$ cat src/rtl/lock_pkg.sv
// Shared types and constants for the combination-lock driver.
package lock_pkg;

  localparam int CODE_W = 6;

  // Bit positions of the lock inputs within a code word.
  localparam int A_BIT = 5;
  localparam int B_BIT = 4;
  localparam int C_BIT = 3;
  localparam int D_BIT = 2;
  localparam int E_BIT = 1;
  localparam int F_BIT = 0;

  typedef enum logic [1:0] {
    ST_IDLE    = 2'd0,
    ST_DRIVE   = 2'd1,
    ST_RESULT  = 2'd2,
    ST_LOCKOUT = 2'd3
  } lock_state_t;

  // Elaboration-time maximum, used to size the shared timer.
  function automatic int max_int(input int a, input int b);
    return (a > b) ? a : b;
  endfunction

endpackage

$ cat src/rtl/lock_timer.sv
// Loadable down-counter with a zero flag. Shared between the code hold
// window and the lockout window, which never overlap in time.
module lock_timer #(
  parameter int W = 4
) (
  input  logic         clk,
  input  logic         rst_n,
  input  logic         load,
  input  logic [W-1:0] load_val,
  input  logic         en,
  output logic [W-1:0] count,
  output logic         zero
);

  // Load has priority; decrement stops at zero so the flag stays stable.
  always_ff @(posedge clk or negedge rst_n) begin
    if (!rst_n) begin
      count <= '0;
    end else if (load) begin
      count <= load_val;
    end else if (en && (count != '0)) begin
      count <= count - 1'b1;
    end
  end

  assign zero = (count == '0);

endmodule

$ cat src/rtl/lock_code_driver.sv
// Sequential initiator for the six-input combination lock: drives a latched
// code for a hold window, samples z, reports the result and enforces a timed
// lockout after too many consecutive failures.
//
// Handshake: an attempt is accepted on any rising edge where start=1 and
// busy=0 (IDLE). busy stays high until the attempt (and any lockout) is over;
// done pulses for exactly one cycle with unlocked valid in that same cycle.
// start while busy is dropped, never queued.
module lock_code_driver
  import lock_pkg::*;
#(
  parameter int HOLD_CYCLES    = 4,
  parameter int MAX_TRIES      = 3,
  parameter int LOCKOUT_CYCLES = 16
) (
  input  logic                           clk,
  input  logic                           rst_n,
  input  logic                           start,
  input  logic [5:0]                     code_in,
  input  logic                           z_in,
  output logic [5:0]                     code_out,
  output logic                           busy,
  output logic                           done,
  output logic                           unlocked,
  output logic                           locked_out,
  output logic [$clog2(MAX_TRIES+1)-1:0] fail_count,
  output logic [1:0]                     state_dbg
);

  localparam int FC_W  = $clog2(MAX_TRIES + 1);
  // At least one bit even when both windows are a single cycle.
  localparam int TMR_W = $clog2(max_int(max_int(HOLD_CYCLES, LOCKOUT_CYCLES), 2));

  localparam logic [TMR_W-1:0] HOLD_LOAD    = TMR_W'(HOLD_CYCLES - 1);
  localparam logic [TMR_W-1:0] LOCKOUT_LOAD = TMR_W'(LOCKOUT_CYCLES - 1);
  localparam logic [FC_W-1:0]  FC_MAX       = FC_W'(MAX_TRIES);

  lock_state_t      state, state_next;
  logic [5:0]       code_q, code_next;
  logic             unl_next;
  logic [FC_W-1:0]  fc_next;
  logic             tmr_load;
  logic [TMR_W-1:0] tmr_load_val;
  logic             tmr_en;
  logic [TMR_W-1:0] tmr_count;
  logic             tmr_zero;

  lock_timer #(.W(TMR_W)) u_timer (
    .clk      (clk),
    .rst_n    (rst_n),
    .load     (tmr_load),
    .load_val (tmr_load_val),
    .en       (tmr_en),
    .count    (tmr_count),
    .zero     (tmr_zero)
  );

  // Next-state, latched-data and timer control decisions.
  always_comb begin
    state_next   = state;
    code_next    = code_q;
    unl_next     = unlocked;
    fc_next      = fail_count;
    tmr_load     = 1'b0;
    tmr_load_val = '0;
    tmr_en       = 1'b0;
    case (state)
      ST_IDLE: begin
        if (start) begin
          code_next    = code_in;
          unl_next     = 1'b0;
          tmr_load     = 1'b1;
          tmr_load_val = HOLD_LOAD;
          state_next   = ST_DRIVE;
        end
      end
      ST_DRIVE: begin
        if (tmr_zero) begin
          unl_next   = z_in;
          state_next = ST_RESULT;
        end else begin
          tmr_en = 1'b1;
        end
      end
      ST_RESULT: begin
        if (unlocked) begin
          fc_next    = '0;
          state_next = ST_IDLE;
        end else if ((int'(fail_count) + 1) < MAX_TRIES) begin
          fc_next    = fail_count + 1'b1;
          state_next = ST_IDLE;
        end else begin
          fc_next      = FC_MAX;
          tmr_load     = 1'b1;
          tmr_load_val = LOCKOUT_LOAD;
          state_next   = ST_LOCKOUT;
        end
      end
      ST_LOCKOUT: begin
        if (tmr_zero) begin
          fc_next    = '0;
          state_next = ST_IDLE;
        end else begin
          tmr_en = 1'b1;
        end
      end
      default: begin
        state_next = ST_IDLE;
      end
    endcase
  end

  // State and all outputs are registered; outputs decode the next state so
  // they line up with the state they describe.
  always_ff @(posedge clk or negedge rst_n) begin
    if (!rst_n) begin
      state      <= ST_IDLE;
      code_q     <= '0;
      code_out   <= '0;
      busy       <= 1'b0;
      done       <= 1'b0;
      unlocked   <= 1'b0;
      locked_out <= 1'b0;
      fail_count <= '0;
    end else begin
      state      <= state_next;
      code_q     <= code_next;
      code_out   <= (state_next == ST_DRIVE) ? code_next : '0;
      busy       <= (state_next != ST_IDLE);
      done       <= (state_next == ST_RESULT);
      unlocked   <= unl_next;
      locked_out <= (state_next == ST_LOCKOUT);
      fail_count <= fc_next;
    end
  end

  assign state_dbg = state;

endmodule

$ cat config.mk
export PLATFORM = sky130hd
export DESIGN_NAME = lock_code_driver
export DESIGN_NICKNAME = d
export VERILOG_FILES = /design/src/rtl/lock_pkg.sv /design/src/rtl/lock_timer.sv /design/src/rtl/lock_code_driver.sv
export SDC_FILE = /design/constraint.sdc
export NUM_CORES = 1
export LEC_CHECK = 0
export ABC_AREA = 1
export ABC_CLOCK_PERIOD_IN_PS = 2170
export BUFFER_PORTS_ARGS = -buffer_cell sky130_fd_sc_hd__buf_2
export CORE_AREA = 8 8 52 54
export CTS_CLUSTER_SIZE = 10
export DETAILED_ROUTE_END_ITERATION = 7
export DIE_AREA = 0 0 60 62
export PLACE_DENSITY_LB_ADDON = 0.25
export REMOVE_ABC_BUFFERS = 1
export SLEW_MARGIN = 20
export SYNTH_ARGS = -nofsm -noshare
export SYNTH_HDL_FRONTEND = slang
export SYNTH_SLANG_ARGS = --single-unit
$ cat constraint.sdc
create_clock -name clk -period 2.17 [get_ports clk]
set_input_delay 0.1085 -clock clk [delete_from_list [all_inputs] [get_ports clk]]
set_output_delay 0.1085 -clock clk [all_outputs]
set_load 0.02 [all_outputs]
==> Flow_metrics.wiki <==
{| class="wikitable"
! Metric !! Value
|-
| Number of levels in the clock H-tree || 1
|-
| Sort of element at the end of the critical path || flop
|-
| Warning count from the yosys run || 0
|-
| Critical-path top delay cell || sky130_fd_sc_hd__dfrtp_1
|-
| Number of enable flip-flop cells after synthesis || 0
|-
| Placed standard-cell area || 0.00114 mm2
|-
| CP cell instances || inv_1, ha_1, nand2_1, nand2_1, nand3_1, nand2_2, nor2_1
|-
| Share of async-settable or async-resettable flops after synthesis || 100%
|-
| CTS tree || built
|-
| Antenna violations before repair || 0
|-
| Filler instances || 177
|-
| Worst-margin pin slew || 0.505 ns
|-
| Number of violations of the max-capacitance limit || 0
|-
| Final number of setup-violating endpoints || 0
|-
| Total die area || 0.00372 mm2
|-
| Largest clock skew in the final design || 0.0117 ns
|-
| Starting density of the core || 52.8%
|-
| Net count reported at finish || 149
|-
| Number of unique standard cell types used by synthesis || 17
|-
| Leak || 0.686 nW
|-
| Syn_area_per_cell || 9.12 um2
|-
| Half-perimeter wire length after detailed placement || 1430 um
|-
| Post-synth top flop || sky130_fd_sc_hd__dfrtp_1
|-
| P per Cell Area || 1550 mW/mm2
|-
| Number of port buffers || 23
|-
| Crit Path Category || flop to flop
|-
| Fin crit share || 71.3%
|-
| Drt via density || 4.98
|-
| Unrepaired setup endpoints after global routing || no
|-
| DRT Wirelength || 1940 um
|-
| Min cycle time layout || 1.55 ns
|-
| Routability cong. || 0.857
|-
| Run status || finished clean
|-
| HP Class || input pin to flop
|-
| Critical path required time || 2.38 ns
|-
| Worst-path clk slew || 0.13 ns
|-
| Combined area of all synthesized cells || 0.00100 mm2
|-
| Reg2Reg Setup Slack || 0.62 ns
|-
| Hold Violations, Final || 0
|-
| Synthesis-stage register bit count || 24
|-
| Setup repair bufs after CTS || 0
|-
| Post-route cell area || 0.00119 mm2
|-
| Clock sink count || 24
|-
| Routed length per instance || 11.8 um
|-
| First-pass iteration count of the detailed router || 4
|-
| Portion of the post-synthesis area used by sequential elements || 59.9%
|-
| Area used by multi-input combinational logic || 305 um2
|-
| Total DRC errors in the routed layout || 0
|-
| Yosys top cell area share || 59.9%
|-
| Wire length of the first global-routing pass || 3310 um
|-
| Synth area leader || sky130_fd_sc_hd__dfrtp_1
|-
| Pin count of the biggest net entering global routing || 25
|-
| Number of buffers between clock root and the deepest sink || 2
|-
| Type of element launching the critical path || flop
|-
| Worst IR drop on VDD || 906 uV
|-
| Arrival @ worst endpoint || 1.75 ns
|-
| Num CTS Buffers || 3
|-
| Number of nets still failing antenna checks after routing || 0
|-
| Synth top area cells || sky130_fd_sc_hd__dfrtp_1 (60%), sky130_fd_sc_hd__inv_1 (8.6%), sky130_fd_sc_hd__nand2_1 (5.2%)
|-
| Crit-path max cell delay || 0.42 ns
|-
| Placeable core region || 0.00190 mm2
|-
| Iteration-0 DRC Markers || 22
|-
| Max-slew violation count || 0
|-
| Share of final-layout standard cells stronger than drive strength 1 || 24.1%
|-
| Commonest cells in the netlist || sky130_fd_sc_hd__dfrtp_1 (24), sky130_fd_sc_hd__inv_1 (23), sky130_fd_sc_hd__nand2_1 (14), sky130_fd_sc_hd__nor2_1 (14)
|-
| Source-to-sink clock delay at the later pin of the worst-skew pair || 0.32 ns
|-
| Highest achievable clock rate || 0.646 GHz
|-
| Overall global routing resource usage || 11.8%
|-
| Die outline height || 62 um
|-
| Via count of the first global-routing pass || 812
|-
| Footprint of the flip-flops and latches || 601 um2
|-
| Die width || 60 um
|-
| Most frequent cell on the critical path || sky130_fd_sc_hd__nand2_1
|-
| Standard-cell row count || 16
|-
| Most numerous cell in the Yosys netlist || sky130_fd_sc_hd__dfrtp_1
|-
| Area growth, synth to finish || 18.3%
|-
| Post-CTS Hold Fix Bufs || 1
|-
| Diodes inserted || 0
|-
| CTS resizes || 0
|-
| Total congestion overflow || 0
|-
| Crit-path max FO || 8
|-
| Number of cells produced by synthesis || 110
|-
| Max transition margin || 66.3%
|-
| Setup TNS after final layout || 0 ns
|-
| Total via count in the routed design || 817
|-
| Top-level port count || 24
|-
| Clock Tree Root || sky130_fd_sc_hd__clkbuf_4
|}
==> sequential cells by signal (all words and copies together), names as in the netlist <==
register,cells
fail_count,2
done,1
code_out,6
unlocked,1
busy,1
locked_out,1
u_timer.count,4
code_q,6
state_dbg,2
==> kinds of logic (layout without fill, tap and decap cells) <==
logic type	Yosys count	count (layout)	share of synthesized area, %
buf+inv	24	51	9.73
fa+ha+maj	1	1	1.25
xor+xnor	1	1	0.873
compound gates	14	14	7.23
simple gates	46	46	21.1
flops	24	24	59.9
==> cell type report <==
| type | count | area share, % |
|---|---|---|
| clock buffer | 4 | 3.06 |
| inverter | 23 | 7.27 |
| multi-input combinational | 62 | 25.7 |
| sequential | 24 | 50.6 |
| tap | 27 | 2.85 |
| timing repair buffer | 24 | 10.5 |
==> critical path, delay by kind of cell, from the launching register on <==
kind                       cells  cell delay (ns)
and+or+nand+nor                5             0.69
DFF                            1             0.42
adders and majority gates      1             0.20
buffers and inverters          1             0.12
==> stage by stage <==
step,setup WS [ns],hold WS (ns),std cells,total power [W],util (%)
2_1_floorplan,0.876,-0.187,109,0.00136,-
3_3_place_gp,0.765,0.111,159,0.00159,60.0
3_5_place_dp,0.679,0.112,159,0.00162,60.0
4_1_cts,0.649,0.0235,164,0.00185,62.4
5_1_grt,0.488,0.0174,164,0.00200,62.4
6_report,0.623,0.0251,164,0.00184,62.4
==> metal layers <==
layer,vias up,routed length (um),GRT usage (%)
met5,-,0,0
met4,0,43,5.44
met3,8,157,3.09
met2,38,920,21.1
met1,380,818,12.7
li1,391,-,-
==> final timing paths <==
check / endpoint / start / cells after the start
setup / recovery: code_out[0] / u_timer.count[0] / 7
hold / removal: code_q[1] / code_in[1] / 3
setup reg to reg: code_out[0] / u_timer.count[0] / 7
hold reg to reg: fail_count[1] / fail_count[0] / 2
max in group asynchronous: code_out[2] / rst_n / 2
min in group asynchronous: fail_count[1] / rst_n / 2
==> placed cells by master, fill, tap and decap left out <==
| cell | count |
|---|---|
| sky130_fd_sc_hd__clkbuf_4 | 3 |
| sky130_fd_sc_hd__o21ai_0 | 8 |
| sky130_fd_sc_hd__dfrtp_1 | 24 |
| sky130_fd_sc_hd__nand3_1 | 8 |
| sky130_fd_sc_hd__nor3_1 | 1 |
| sky130_fd_sc_hd__nand2_4 | 1 |
| sky130_fd_sc_hd__inv_1 | 23 |
| sky130_fd_sc_hd__nand2_1 | 14 |
| sky130_fd_sc_hd__a21oi_1 | 1 |
| sky130_fd_sc_hd__dlygate4sd3_1 | 1 |
| sky130_fd_sc_hd__o211ai_1 | 1 |
| sky130_fd_sc_hd__clkbuf_8 | 1 |
| sky130_fd_sc_hd__buf_2 | 23 |
| sky130_fd_sc_hd__nor2_1 | 14 |
| sky130_fd_sc_hd__xor2_1 | 1 |
| sky130_fd_sc_hd__nand4_1 | 3 |
| sky130_fd_sc_hd__nand2_2 | 3 |
| sky130_fd_sc_hd__nor2_2 | 2 |
| sky130_fd_sc_hd__ha_1 | 1 |
| sky130_fd_sc_hd__o21ai_1 | 4 |
==> power breakdown <==
part	leakage (nW)	switching, W	total (W)	internal, W
Clock	0.0210	0.000132	0.000234	0.000102
Sequential	0.288	0.000103	0.000754	0.000651
Combinational	0.377	0.000579	0.000853	0.000274
Total	0.686	0.000814	0.00184	0.00103
(Power assumes the default switching activity.)
